===== src/rtl/conv3x3_engine.sv =====
// rtl/conv3x3_engine.sv - 3x3 convolution scan controller and MAC datapath
// Issues window addresses, aligns returned rows with a tag pipeline, emits clamped pixels.
module conv3x3_engine #(
   parameter int IMG_W = 32,
   parameter int SHIFT = 0
) (
   input  logic        clk,
   input  logic        rst,
   input  logic        start,
   input  logic [71:0] kernel,
   input  logic [7:0]  val1,
   input  logic [7:0]  val2,
   input  logic [7:0]  val3,
   output logic [1:0]  cnt,
   output logic [4:0]  col,
   output logic [4:0]  row,
   output logic        busy,
   output logic        out_valid,
   output logic [7:0]  pix_out,
   output logic [9:0]  out_addr,
   output logic        done
);

   typedef enum logic [1:0] {IDLE, RUN, DRAIN, DONE} state_t;

   localparam logic [4:0] LAST = 5'(IMG_W - 3);

   state_t             state, state_nxt;
   logic [1:0]         drain_cnt;
   logic [71:0]        kernel_q;
   logic [9:0]         out_cnt;
   logic               s1_v;
   logic [1:0]         s1_k;
   logic signed [19:0] acc;
   logic               accept;
   logic               last_issue;

   logic signed [19:0] w0, w1, w2;
   logic signed [19:0] x1, x2, x3;
   logic signed [19:0] partial, acc_sum, shifted;
   logic [7:0]         clamped;

   assign accept     = (state == IDLE) && start;
   assign last_issue = (state == RUN) && (cnt == 2'd2) && (col == LAST) && (row == LAST);
   assign busy       = (state == RUN) || (state == DRAIN);
   assign done       = (state == DONE);

   always_ff @(posedge clk or posedge rst) begin
      if (rst) begin
         state     <= IDLE;
         drain_cnt <= '0;
      end else begin
         state     <= state_nxt;
         drain_cnt <= (state == DRAIN) ? drain_cnt + 2'd1 : 2'd0;
      end
   end

   always_comb begin
      state_nxt = state;
      case (state)
         IDLE:    if (start) state_nxt = RUN;
         RUN:     if (last_issue) state_nxt = DRAIN;
         DRAIN:   if (drain_cnt == 2'd1) state_nxt = DONE;
         DONE:    state_nxt = IDLE;
         default: state_nxt = IDLE;
      endcase
   end

   // Window position only advances while issuing; everywhere else it parks at 0.
   always_ff @(posedge clk or posedge rst) begin
      if (rst) begin
         cnt <= '0;
         col <= '0;
         row <= '0;
      end else if (state == RUN && !last_issue) begin
         if (cnt == 2'd2) begin
            cnt <= '0;
            if (col == LAST) begin
               col <= '0;
               row <= row + 5'd1;
            end else begin
               col <= col + 5'd1;
            end
         end else begin
            cnt <= cnt + 2'd1;
         end
      end else begin
         cnt <= '0;
         col <= '0;
         row <= '0;
      end
   end

   always_ff @(posedge clk or posedge rst) begin
      if (rst) begin
         kernel_q <= '0;
         s1_v     <= 1'b0;
         s1_k     <= '0;
      end else begin
         if (accept) kernel_q <= kernel;
         s1_v <= (state == RUN);
         s1_k <= cnt;
      end
   end

   // Column k of the kernel weights the three row values returned this cycle.
   always_comb begin
      w0      = 20'($signed(kernel_q[8*(0 + 32'(s1_k)) +: 8]));
      w1      = 20'($signed(kernel_q[8*(3 + 32'(s1_k)) +: 8]));
      w2      = 20'($signed(kernel_q[8*(6 + 32'(s1_k)) +: 8]));
      x1      = {12'd0, val1};
      x2      = {12'd0, val2};
      x3      = {12'd0, val3};
      partial = w0 * x1 + w1 * x2 + w2 * x3;
      acc_sum = ((s1_k == 2'd0) ? 20'sd0 : acc) + partial;
      shifted = acc_sum >>> SHIFT;
      if (shifted < 20'sd0)
         clamped = 8'd0;
      else if (shifted > 20'sd255)
         clamped = 8'd255;
      else
         clamped = shifted[7:0];
   end

   always_ff @(posedge clk or posedge rst) begin
      if (rst) begin
         acc       <= '0;
         out_valid <= 1'b0;
         pix_out   <= '0;
         out_addr  <= '0;
         out_cnt   <= '0;
      end else begin
         out_valid <= 1'b0;
         if (accept) out_cnt <= '0;
         if (s1_v) begin
            acc <= acc_sum;
            if (s1_k == 2'd2) begin
               pix_out   <= clamped;
               out_valid <= 1'b1;
               out_addr  <= out_cnt;
               out_cnt   <= out_cnt + 10'd1;
            end
         end
      end
   end

endmodule

===== config.mk =====
export PLATFORM = sky130hd
export DESIGN_NAME = conv3x3_engine
export DESIGN_NICKNAME = d
export VERILOG_FILES = /design/src/rtl/conv3x3_engine.sv
export SDC_FILE = /design/constraint.sdc
export NUM_CORES = 1
export LEC_CHECK = 0
export ABC_AREA = 1
export CORE_UTILIZATION = 50
export CTS_BUF_LIST = sky130_fd_sc_hd__clkbuf_4
export CTS_CLUSTER_DIAMETER = 80
export DETAILED_ROUTE_END_ITERATION = 7
export DONT_BUFFER_PORTS = 1
export PLACE_DENSITY = 0.76
export SLEW_MARGIN = 20
export SYNTH_ARGS = -nofsm -noshare
export SYNTH_HDL_FRONTEND = slang
export SYNTH_SLANG_ARGS = --single-unit

===== constraint.sdc =====
create_clock -name clk -period 11 [get_ports clk]
set_input_delay 1.1 -clock clk [delete_from_list [all_inputs] [get_ports clk]]
set_output_delay 1.1 -clock clk [all_outputs]
set_load 0.05 [all_outputs]

==> results.md, run 1 <==
* Sequential area share after synthesis at 0.240
* DR vias/cell at around 5.1
* Relative slew slack at 0.267
* Placed cells at approximately 2200
* DRT antenna net count at 0
* Core area at about 29000 um2
* Clock transition at path regs at about 0.13 ns
* Synth Instances at approximately 1800
* CTS tree: yes
* Drt total wl at between 30000 and 40000 um
* Post-synth EDFFs at 0
* Slew @ Worst Pin at 1.09 ns
* Port bufs at 0
* Syn_nets at about 2200
* Die W at around 170 um
* Crit path max-delay family: adder cells
* Mapped Avg Cell Area at approximately 8 um2
* Area Growth Syn to Fin at 4.39%
* Final Hold Viols at 0
* Ys async rst share at 1.00
* Inserted Clock Buffers at 17
* Critical path buffers and inverters at 8
* Final setup TNS at 0 ns
* GPL Wtd Cong at about 1.0
* Fin crit share at 0.714
* DR iter-0 viols at 943
* Die area at about 30000 um2
* Post-Synthesis Cell Area at 14600 um2
* Worst Path Class, Setup: flip-flop to flip-flop
* Clk root buf: clkbuf_4
* DR vias at roughly 11000
* Slowest-stage cell, CP: o21ai_0
* Maxcap violations at 0
* Final nets at 2229
* CTS Hold Bufs at 0
* # rows at between 60 and 70
* Post-synth top area cell: fa_1
* HP Class: input port to asynchronous set/reset pin
* CP peak stage delay at roughly 0.85 ns
* Clock latency on the worst-skew pair at 0.58 ns
* Synth area leaders: fa_1 26%, dfrtp_1 24%, nand2_1 13%
* Non-Filler Instances at around 2200
* Final setup viols at 0
* Final HPWL DP at 30200 um
* #FFs+latches synth at 140
* Final core utilization at 0.531
* Initial antenna violation count at 1
* CP Data Arrival Time at roughly 8.3 ns
* Ports at 132
* Yosys cell types at 46
* H-tree lvl count at 4
* Main flop type after synthesis: dfrtp_1
* Crit start category: flip-flop
* Vias in the first global route at ~11000
* Post_cts resized at 0
* Avg WL per Cell at about 16 um
* Worst-case clock buffer depth at 2
* Share of post-route cells with drive strength above 1 at 0.0511
* Global route overflow at 0
* Post-CTS setup buffer count at 0
* FMAX at approximately 130 MHz
* Tmin final at 7.86 ns
* 1st-pass router iterations at 5
* DRC at 0
* Top cell type's share of synthesized area at 0.255
* Initial Util at 0.508
* Gr usage total at 0.252
* RSZ-0062 raised after global routing: no
* Clk_skew at roughly 0.028 ns
* FILL cells at 2749
* Most used cell, CP: nand2_1
* Synthesis Warnings at 0
* TritonCTS Sinks at 140
* Die height at between 150 and 200 um
* Outcome: completed
* First-pass GRT wire length at around 59000 um
* Crit Path Max Fanout at 26
* Crit. End Element: flip-flop
* Worst hold slack at between 0.4 and 0.5 ns
* Final Max Tran Viols at 0
* Critical Path RT at between 10 and 15 ns
* Largest net degree at the start of global routing at 81
registers in the layout, indices dropped and copies added (netlist names):
register and flops:
pix_out 8, s1_k 2, out_cnt 10, s1_v 1, state 2, col 5, cnt 2, out_addr 10
out_valid 1, drain_cnt 2, acc 20, row 5, kernel_q 72
stage by stage:
| step | area (um2) | setup slack [ns] |
|---|---|---|
| floorplan | 14600 | 4.57 |
| global placement | 15000 | 3.45 |
| detailed placement | 15000 | 3.32 |
| CTS | 15200 | 3.29 |
| global route | 15200 | 2.77 |
| finish | 15200 | 3.14 |
area by class of cell:
type / count / area (um2) / area share
flip-flops and latches: 140 / 3500 / 0.230
clock inverters: 15 / 136 / 0.00895
inverters: 419 / 1580 / 0.104
diodes: 1 / 2.50 / 0.000164
clock buffers: 17 / 128 / 0.00838
multi-input cells: 1224 / 9360 / 0.615
well taps: 384 / 480 / 0.0315
repair buffers: 4 / 33.8 / 0.00222
synthesized netlist by cell type, types with 4 or more instances:
library cell  number
nand2_2           13
xor2_1             5
xnor2_1            4
o21ai_1            4
ha_1             138
nor2_1           176
buf_1              6
or2_2              6
dfrtp_1          140
buf_2              7
clkbuf_1          21
inv_2             16
nand3_1           57
nor2_2             4
o211ai_1           7
a21oi_1           14
nand2_1          497
o21ai_0           59
nand4_1           12
fa_1             186
inv_1            400
nor3_1             9
layer usage:
metal | global-route usage | part of all wire
met3 | 0.0495 | 0.079
met1 | 0.356 | 0.43
met4 | 0.0789 | 0.025
met5 | 0 | 0
met2 | 0.393 | 0.46
kinds of logic after synthesis:
| kind of cell | synth area share |
|---|---|
| AND/OR/NAND/NOR | 0.221 |
| buffers and inverters | 0.118 |
| AO/OA/AOI/OAI | 0.0403 |
| XOR/XNOR | 0.00652 |
| flip-flops | 0.240 |
| multiplexers | 0.000686 |
| adder cells (fa/ha/maj) | 0.374 |
cells in the final DEF (no fill, tap or decap), types with 2 or more instances in the layout:
cell type and instances:
nor3_1 9, o211ai_1 7, dfrtp_1 140, inv_2 17, nand3b_1 2, nand4_1 12
nor2_2 4, a211oi_1 2, clkbuf_4 17, ha_1 138, inv_6 7, nand2_1 496
nor3_2 2, fa_1 186, inv_1 398, o21ai_1 5, nand3_2 3, xnor2_1 4
a21oi_2 3, o21ai_0 58, nor2_4 3, nor2_1 176, clkinv_2 2, xor2_1 5
or2_2 6, a31oi_1 2, clkinv_4 3, buf_4 3, a21oi_1 14, nand2_2 14
clkinv_1 4, o31ai_1 3, nand3_1 57
path summary, 6_finish.rpt:
path / from / to / slack, ns / cells past startpoint
min in group clk: drain_cnt[0] / drain_cnt[0] / 0.45 / 1
max in group asynchronous: rst / kernel_q[22] / 9.45 / 2
max reg2reg: s1_k[1] / pix_out[3] / 3.14 / 30
min: rst / col[4] / 0.42 / 1
min reg2reg: drain_cnt[0] / drain_cnt[0] / 0.45 / 1
max: s1_k[1] / pix_out[3] / 3.14 / 30
Power of run 1 is not shown: default switching activity piles up to over one toggle a cycle in this logic, so the estimate is an artifact.
==> inputs of run 2 (changes only) <==
--- a/config.mk
+++ b/config.mk
@@ -11,7 +11,7 @@
 export CTS_CLUSTER_DIAMETER = 80
 export DETAILED_ROUTE_END_ITERATION = 7
 export DONT_BUFFER_PORTS = 1
-export PLACE_DENSITY = 0.76
+export PLACE_DENSITY = 0.79
 export SLEW_MARGIN = 20
 export SYNTH_ARGS = -nofsm -noshare
 export SYNTH_HDL_FRONTEND = slang
==> constraint.sdc (replaced) <==
create_clock -name clk -period 6.4 [get_ports clk]
set_input_delay 0.64 -clock clk [delete_from_list [all_inputs] [get_ports clk]]
set_output_delay 0.64 -clock clk [all_outputs]
set_load 0.05 [all_outputs]
==> results.md, run 2 (synthesized netlist as in run 1, its figures left out) <==
* RSZ-0062 raised after global routing: yes
* Die area at 29900 um2 (unchanged)
* Worst r2r src: s1_k[0]
* Share of post-route cells with drive strength above 1 at 0.172 (+0.121)
* Die W at 173 um (unchanged)
* CP Data Arrival Time at 7.13 ns (-1.19 ns)
* # rows at 62 (unchanged)
* Avg WL per Cell at 16.7 um (+2.6%)
* Crit start category: flip-flop
* Core area at 28700 um2 (unchanged)
* HP Class: input port to flip-flop
* DRT antenna net count at 0 (unchanged)
* Crit Path Max Fanout at 8 (-69%)
* Clk root buf: clkbuf_4
* CTS tree: yes
* Violated checks: negative setup slack
* Largest register FFs at 72 (unchanged)
* Tmin final at 6.66 ns (-1.20 ns)
* Area Growth Syn to Fin at 15.3%
* Global route overflow at 0 (unchanged)
* Largest net degree at the start of global routing at 79 (-2.5%)
* Ports at 132 (unchanged)
* Min-delay src: kernel[35]
* Drt total wl at 38800 um (+8.4%)
* Largest Register: kernel_q
* Vias in the first global route at 12200 (+7.0%)
* Gr usage total at 0.267 (+0.0146)
* Relative slew slack at 0.365 (+0.0973)
* TritonCTS Sinks at 140 (unchanged)
* WHS Path Cells at 2
* Commonest non-fill, non-tap cell in the layout: nand2_1
* Largest regs: kernel_q (72), acc (20)
* H-tree lvl count at 4 (unchanged)
* DR iter-0 viols at 1011 (+7.2%)
* Setup ws final at -0.255 ns (-3.40 ns)
* Final HPWL DP at 32100 um (+6.5%)
* Initial Util at 0.508 (unchanged)
* Slew @ Worst Pin at 0.953 ns (-0.134 ns)
* Inserted Clock Buffers at 17 (unchanged)
* Worst hold slack at 0.137 ns (-0.285 ns)
* Hold EP: kernel_q[35]
* DRC at 0 (unchanged)
* Outcome: complete, but fails checks
* Fin crit share at 1.04 (+0.325)
* Worst Path Class, Setup: flip-flop to flip-flop
* FMAX at 150 MHz (+18%)
* Final setup viols at 11 (+11)
* DR vias at 12100 (+6.7%)
* FILL cells at 2490 (-9.4%)
* Final nets at 2352 (+5.5%)
* First-pass GRT wire length at 61700 um (+4.9%)
* R2R depth at 31 (+3.3%)
* Worst-case clock buffer depth at 2 (unchanged)
* Final core utilization at 0.586 (+0.0552)
* Slowest-stage cell, CP: fa_1
* Reg-to-Reg End: pix_out[1]
* Final Max Tran Viols at 0 (unchanged)
* Final Hold Viols at 0 (unchanged)
* DR vias/cell at 5.19 (+1.0%)
* Worst reg2reg setup slack at -0.26 ns (-3.40 ns)
* Most frequent cells in the layout: 455 x nand2_1, 376 x inv_1, 177 x fa_1, 160 x nor2_1, 138 x dfrtp_1
* Clk_skew at 0.0453 ns (+0.0169 ns)
* Die height at 173 um (unchanged)
* Port bufs at 0 (unchanged)
* Initial antenna violation count at 1 (unchanged)
* Maxcap violations at 0 (unchanged)
* Critical Path RT at 6.87 ns (-4.59 ns)
* GPL Wtd Cong at 1.05 (+3.5%)
* 1st-pass router iterations at 5 (unchanged)
* CP peak stage delay at 0.59 ns (-0.26 ns)
* Setup WS pre-CTS at -0.524 ns (-3.85 ns)
* Clock latency on the worst-skew pair at 0.61 ns (+0.03 ns)
* Crit. End Element: flip-flop
* Clock transition at path regs at 0.14 ns (about the same)
[run 2: how the worst max path moves through the flow]
stage                            end  slack, ns  depth (start not counted)    start
final                     pix_out[1]      -0.26                         31  s1_k[0]
after global routing      pix_out[1]      -0.52                         32  s1_k[0]
after CTS                 pix_out[1]      -0.25                         32  s1_k[0]
after floorplan           pix_out[0]      0.007                         32  s1_k[0]
after global placement    pix_out[3]      -0.39                         29  s1_k[0]
after detailed placement  pix_out[5]      -0.52                         30  s1_k[0]
[run 2: final cells by class]
cell class / instances / area (um2) / share of cell area
diodes: 1 / 2.50 / 0.000149
multi-input cells: 1224 / 9840 / 0.585
well taps: 384 / 480 / 0.0286
clock buffers: 17 / 128 / 0.00759
repair buffers: 127 / 1060 / 0.0632
clock inverters: 15 / 209 / 0.0124
flip-flops and latches: 140 / 3510 / 0.208
inverters: 419 / 1590 / 0.0946
[run 2: per-layer routing]
metal,global-route usage,share of wire,up-vias
li1,-,-,5629
met1,0.345,0.39,5841
met2,0.429,0.48,534
met3,0.0798,0.098,72
met4,0.0896,0.027,0
met5,0,0,-
[run 2: stage by stage]
| stage | TNS, ns | area [um2] | instances |
|---|---|---|---|
| final | -2.09 | 16800 | 2327 |
| after global routing | -6.39 | 16800 | 2327 |
| after CTS | -1.75 | 16500 | 2320 |
| after detailed placement | -6.22 | 15800 | 2277 |
| after global placement | -4.08 | 15800 | 2277 |
| after floorplan | 0 | 14600 | 1818 |
[run 2: what timing repair did]
action / 4_1_cts / 5_1_grt
endpoints found under the hold margin: 62 / 0
cloned: 1 / 1
hold buffers: 1 / 0
buffers inserted: 9 / 5
endpoints found under the setup margin: 21 / 23
pin swaps: 56 / 59
gates resized for setup: 80 / 80
[run 2: worst max-delay path, delay by kind of cell, from the launching register on]
kind	cells	cell delay (ns)
fa+ha+maj	8	3.84
simple gates	13	1.18
buf+inv	8	0.65
flops	1	0.49
compound gates	2	0.37
Power of run 2 is left out for the same reason.
